==> src/rtl/pipeline_ctrl.sv <==
// Hazard sequencing for the 5-stage integer pipeline: register enables and flushes,
// load-use stalls, taken-redirect squashes, data-memory freezes and perf counters.
module pipeline_ctrl #(
   parameter int CNT_W = 16
) (
   input  logic             clk,
   input  logic             rst,
   input  logic [31:0]      if_id_ir,
   input  logic [31:0]      id_ex_ir,
   input  logic [31:0]      ex_mem_ir,
   input  logic             branch_taken,
   input  logic             dmem_ready,
   output logic             dmem_req,
   output logic             pc_we,
   output logic             if_id_we,
   output logic             id_ex_we,
   output logic             ex_mem_we,
   output logic             mem_wb_we,
   output logic             pc_sel,
   output logic             if_id_flush,
   output logic             id_ex_flush,
   output logic             mem_wb_flush,
   output logic [3:0]       stage_valid,
   output logic [CNT_W-1:0] stall_cnt,
   output logic [CNT_W-1:0] flush_cnt
);

   localparam logic [5:0] OP_LW        = 6'b100011;
   localparam logic [5:0] OP_SW        = 6'b101011;
   localparam logic [5:0] OP_OPERATION = 6'b000000;
   localparam logic [5:0] OP_BEQZ      = 6'b000100;
   localparam logic [5:0] OP_BNEZ      = 6'b000101;
   localparam logic [5:0] OP_J         = 6'b000010;

   localparam int V_ID  = 0;
   localparam int V_EX  = 1;
   localparam int V_MEM = 2;
   localparam int V_WB  = 3;

   typedef enum logic {RUN = 1'b0, MEM_WAIT = 1'b1} state_t;

   state_t            state_q, state_d;
   logic [3:0]        valid_q, valid_d;
   logic [CNT_W-1:0]  stall_cnt_q, stall_cnt_d;
   logic [CNT_W-1:0]  flush_cnt_q, flush_cnt_d;

   logic [5:0] if_id_op, id_ex_op, ex_mem_op;
   logic [4:0] if_id_rs, if_id_rt, id_ex_rt;
   logic       mem_op, freeze, redirect, load_use, consumer_hit;

   assign if_id_op  = if_id_ir[31:26];
   assign id_ex_op  = id_ex_ir[31:26];
   assign ex_mem_op = ex_mem_ir[31:26];
   assign if_id_rs  = if_id_ir[25:21];
   assign if_id_rt  = if_id_ir[20:16];
   assign id_ex_rt  = id_ex_ir[20:16];

   always_comb begin
      consumer_hit = 1'b0;
      case (if_id_op)
         OP_OPERATION, OP_SW:     consumer_hit = (if_id_rs == id_ex_rt) || (if_id_rt == id_ex_rt);
         OP_LW, OP_BEQZ, OP_BNEZ: consumer_hit = (if_id_rs == id_ex_rt);
         default:                 consumer_hit = 1'b0;
      endcase
   end

   assign mem_op   = valid_q[V_MEM] && ((ex_mem_op == OP_LW) || (ex_mem_op == OP_SW));
   assign freeze   = mem_op && !dmem_ready;
   assign redirect = valid_q[V_EX] && branch_taken &&
                     ((id_ex_op == OP_BEQZ) || (id_ex_op == OP_BNEZ) || (id_ex_op == OP_J));
   assign load_use = valid_q[V_EX] && (id_ex_op == OP_LW) && valid_q[V_ID] &&
                     (id_ex_rt != 5'd0) && consumer_hit;

   // State register
   always_ff @(posedge clk or posedge rst) begin
      if (rst) begin
         state_q     <= RUN;
         valid_q     <= 4'b0000;
         stall_cnt_q <= '0;
         flush_cnt_q <= '0;
      end else begin
         state_q     <= state_d;
         valid_q     <= valid_d;
         stall_cnt_q <= stall_cnt_d;
         flush_cnt_q <= flush_cnt_d;
      end
   end

   // Next state: an outstanding access without ready holds us in MEM_WAIT
   always_comb begin
      state_d = state_q;
      case (state_q)
         RUN:      state_d = freeze ? MEM_WAIT : RUN;
         MEM_WAIT: state_d = freeze ? MEM_WAIT : RUN;
         default:  state_d = RUN;
      endcase
   end

   // Outputs: priority freeze > redirect > load-use > advance; all quiet during reset
   always_comb begin
      dmem_req     = 1'b0;
      pc_we        = 1'b0;
      if_id_we     = 1'b0;
      id_ex_we     = 1'b0;
      ex_mem_we    = 1'b0;
      mem_wb_we    = 1'b0;
      pc_sel       = 1'b0;
      if_id_flush  = 1'b0;
      id_ex_flush  = 1'b0;
      mem_wb_flush = 1'b0;
      if (!rst) begin
         dmem_req = mem_op;
         if (freeze) begin
            mem_wb_we    = 1'b1;
            mem_wb_flush = 1'b1;
         end else if (redirect) begin
            {pc_we, if_id_we, id_ex_we, ex_mem_we, mem_wb_we} = 5'b11111;
            pc_sel      = 1'b1;
            if_id_flush = 1'b1;
            id_ex_flush = 1'b1;
         end else if (load_use) begin
            {id_ex_we, ex_mem_we, mem_wb_we} = 3'b111;
            id_ex_flush = 1'b1;
         end else begin
            {pc_we, if_id_we, id_ex_we, ex_mem_we, mem_wb_we} = 5'b11111;
         end
      end
   end

   always_comb begin
      valid_d     = valid_q;
      stall_cnt_d = stall_cnt_q;
      flush_cnt_d = flush_cnt_q;
      if (if_id_we)  valid_d[V_ID]  = !if_id_flush;
      if (id_ex_we)  valid_d[V_EX]  = !id_ex_flush && valid_q[V_ID];
      if (ex_mem_we) valid_d[V_MEM] = valid_q[V_EX];
      if (mem_wb_we) valid_d[V_WB]  = !mem_wb_flush && valid_q[V_MEM];
      if (!pc_we && (stall_cnt_q != {CNT_W{1'b1}}))
         stall_cnt_d = stall_cnt_q + 1'b1;
      if (pc_sel && (flush_cnt_q != {CNT_W{1'b1}}))
         flush_cnt_d = flush_cnt_q + 1'b1;
   end

   assign stage_valid = valid_q;
   assign stall_cnt   = stall_cnt_q;
   assign flush_cnt   = flush_cnt_q;

endmodule

==> config.mk <==
export PLATFORM = sky130hd
export DESIGN_NAME = pipeline_ctrl
export DESIGN_NICKNAME = d
export VERILOG_FILES = /design/src/rtl/pipeline_ctrl.sv
export SDC_FILE = /design/constraint.sdc
export NUM_CORES = 1
export LEC_CHECK = 0
export CAP_MARGIN = 20
export CORE_MARGIN = 1.5
export CORE_UTILIZATION = 30
export DETAILED_ROUTE_END_ITERATION = 8
export GPL_TIMING_DRIVEN = 1
export HOLD_SLACK_MARGIN = 0.08
export PLACE_DENSITY = 0.69
export SLEW_MARGIN = 20
export SYNTH_ARGS = -nofsm -noshare
export SYNTH_HDL_FRONTEND = slang
export SYNTH_SLANG_ARGS = --single-unit
==> constraint.sdc <==
create_clock -name clk -period 4.3 [get_ports clk]
set_input_delay 0.43 -clock clk [delete_from_list [all_inputs] [get_ports clk]]
set_output_delay 0.43 -clock clk [all_outputs]
set_load 0.01 [all_outputs]
==> results.tsv <==
metric	value	unit
syn2layout_area_growth	49.34	%
ios	146	
cts_resized	0	
wl	4630	um
start_kind	input port	
period_share	0.7238	
cts_hold_buffers	0	
cts-root-buf	clkbuf_8	
die_h	84.67	um
hold_violations	0	
synth-seq-cells	36	
grt.total_usage	0.1360	
crit_path_end_kind	output pin	
synth.net_count	291	
synth_common_cells	dfrtp_1 (36), xnor2_1 (24), nand2_1 (18), nand3_1 (16), xor2_1 (16)	
vias_per_cell	4.824	
grt_first_pass_wirelength	7976	um
drt_iter0_drc	61	
cts_tree	yes	
clk_path_buf_depth	2	
synth_most_common_cell	dfrtp_1	
grt.overflow.total	0	
antenna_cells	0	
clock-sinks	36	
cp.arrival	2.68	ns
cts_buffers	5	
die-area	7168	um2
post-route-drc-count	0	
ant_nets	0	
cts_setup_buffers	0	
initial_core_util	0.3133	
synthTopCellsByArea	dfrtp_1 (45%), xnor2_1 (11%), xor2_1 (7.0%)	
num_rows	29	
max_freq	321.3	MHz
antenna_found_initial	0	
min_path_type	reg -> reg	
final_nets	377	
fin_crit	3.112	ns
grt_max_degree	38	
syn_area	2001	um2
total_power	1025	uW
dp_hpwl	3559	um
worst_r2r_path_depth	7	
holdWs	0.4984	ns
fill_cells	594	
synth_cells	189	
io_buffer_count	81	
synth-edff-count	0	
avgSynthCellArea	10.59	um2
wl_per_cell	13.15	um
finalClockSkew	0.005684	ns
synth_top_area_share	0.4503	
setup_tns	0	ns
required	3.87	ns
cap_violations	0	
rsz0062_at_grt	false	
h-tree-depth	2	
yosysUniqueCellTypes	41	
clock_latency	0.28	ns
grt_pass1_vias	1714	
synth_async_sr_flop_share	1.000	
path_max_fanout	19	
yosysSeqAreaShare	0.4503	
tightest_slew	0.5655	ns
synth_top_area_cell	dfrtp_1	
max-slew-margin-rel	0.6201	
finalSetupViolCount	0	
powerDensity	343.2	nW/um2
drive_gt1_frac	0.08364	
holdPathStages	1	
drtPass1Iterations	6	
outcome	completed	
ir_worst_vdd	310.0	uV
post-route-util	0.4679	
clkTransAtPathRegs	0.07	ns
dieWidth	84.67	um
critical_path_class	in -> out	
yosysWarnings	0	
core	6386	um2
via_count	1698	
drv_slew	0	
synth_flop_cell	dfrtp_1	
p_leak	0.001203	uW
place_congestion	0.7694	
==> critical path: stages <==
cell and delay [ns]:
clkdlybuf4s50_1 0.47, or4_1 0.54, nor2_1 0.15, nor3_2 0.08
a31oi_4 0.14, buf_4 0.28, clkdlybuf4s50_1 0.58
==> sequential cells by signal, summed over array words and instances (netlist names) <==
name,count
flush_cnt,16
stage_valid,4
stall_cnt,16
==> kinds of logic after synthesis <==
| group | after synthesis | synth area share |
|---|---|---|
| simple gates | 87 | 0.2695 |
| flops | 36 | 0.4503 |
| mux | 1 | 0.005628 |
| fa+ha+maj | 2 | 0.01251 |
| compound gates | 12 | 0.05629 |
| buf+inv | 11 | 0.03064 |
| xor+xnor | 40 | 0.1751 |
==> power by group <==
| group | switching [uW] | leakage, uW | internal [uW] |
|---|---|---|---|
| sequential | 73.1 | 0.000457 | 394 |
| combinational | 116 | 0.000695 | 184 |
| clock | 115 | 0.0000503 | 143 |
==> metal layers <==
metal	GRT usage	wire length, um	share of wire
met1	0.1890	2298	0.50
met2	0.2186	2139	0.46
met3	0.03147	192	0.041
met4	0.02639	0	0
met5	0	0	0
==> metrics by stage <==
stage	setup WS (ns)	instances	area, um2
after global placement	1.195	345	2892
after CTS	1.161	352	2988
after global routing	1.082	352	2988
final	1.188	352	2988
after floorplan	2.147	189	2001
after detailed placement	1.163	345	2892
==> worst paths after layout <==
kind | from | endpoint | slack [ns]
max in group asynchronous | rst | flush_cnt[7]$_DFFE_PP0P_ | 3.27
setup reg to reg | stall_cnt[3]$_DFFE_PP0P_ | stall_cnt[1]$_DFFE_PP0P_ | 2.10
min in group asynchronous | rst | stage_valid[3]$_DFFE_PP0N_ | 0.68
hold / removal | stall_cnt[15]$_DFFE_PP0P_ | stall_cnt[15]$_DFFE_PP0P_ | 0.50
setup / recovery | id_ex_ir[16] | pc_we | 1.19
hold reg to reg | stall_cnt[15]$_DFFE_PP0P_ | stall_cnt[15]$_DFFE_PP0P_ | 0.50
==> placed cells by master (no fill, tap or decap), drive strengths merged, types with 3 or more instances in the layout <==
master / instances
nand4: 7
nor4: 7
clkbuf: 7
dfrtp: 36
nand3: 16
and4: 4
inv: 6
buf: 3
nor2: 13
xnor2: 24
xor2: 16
nor3: 9
nor4b: 3
nand2: 18
clkdlybuf4s50: 81
==> cell type report <==
type,count,area (um2),share of cell area
Sequential cell,36,900.9,0.3015
Clock buffer,7,96.34,0.03224
Inverter,6,22.52,0.007538
Multi-Input combinational cell,142,1039,0.3476
Timing Repair Buffer,84,833.3,0.2789
Tap cell,77,96.34,0.03224
(Power assumes the default switching activity.)
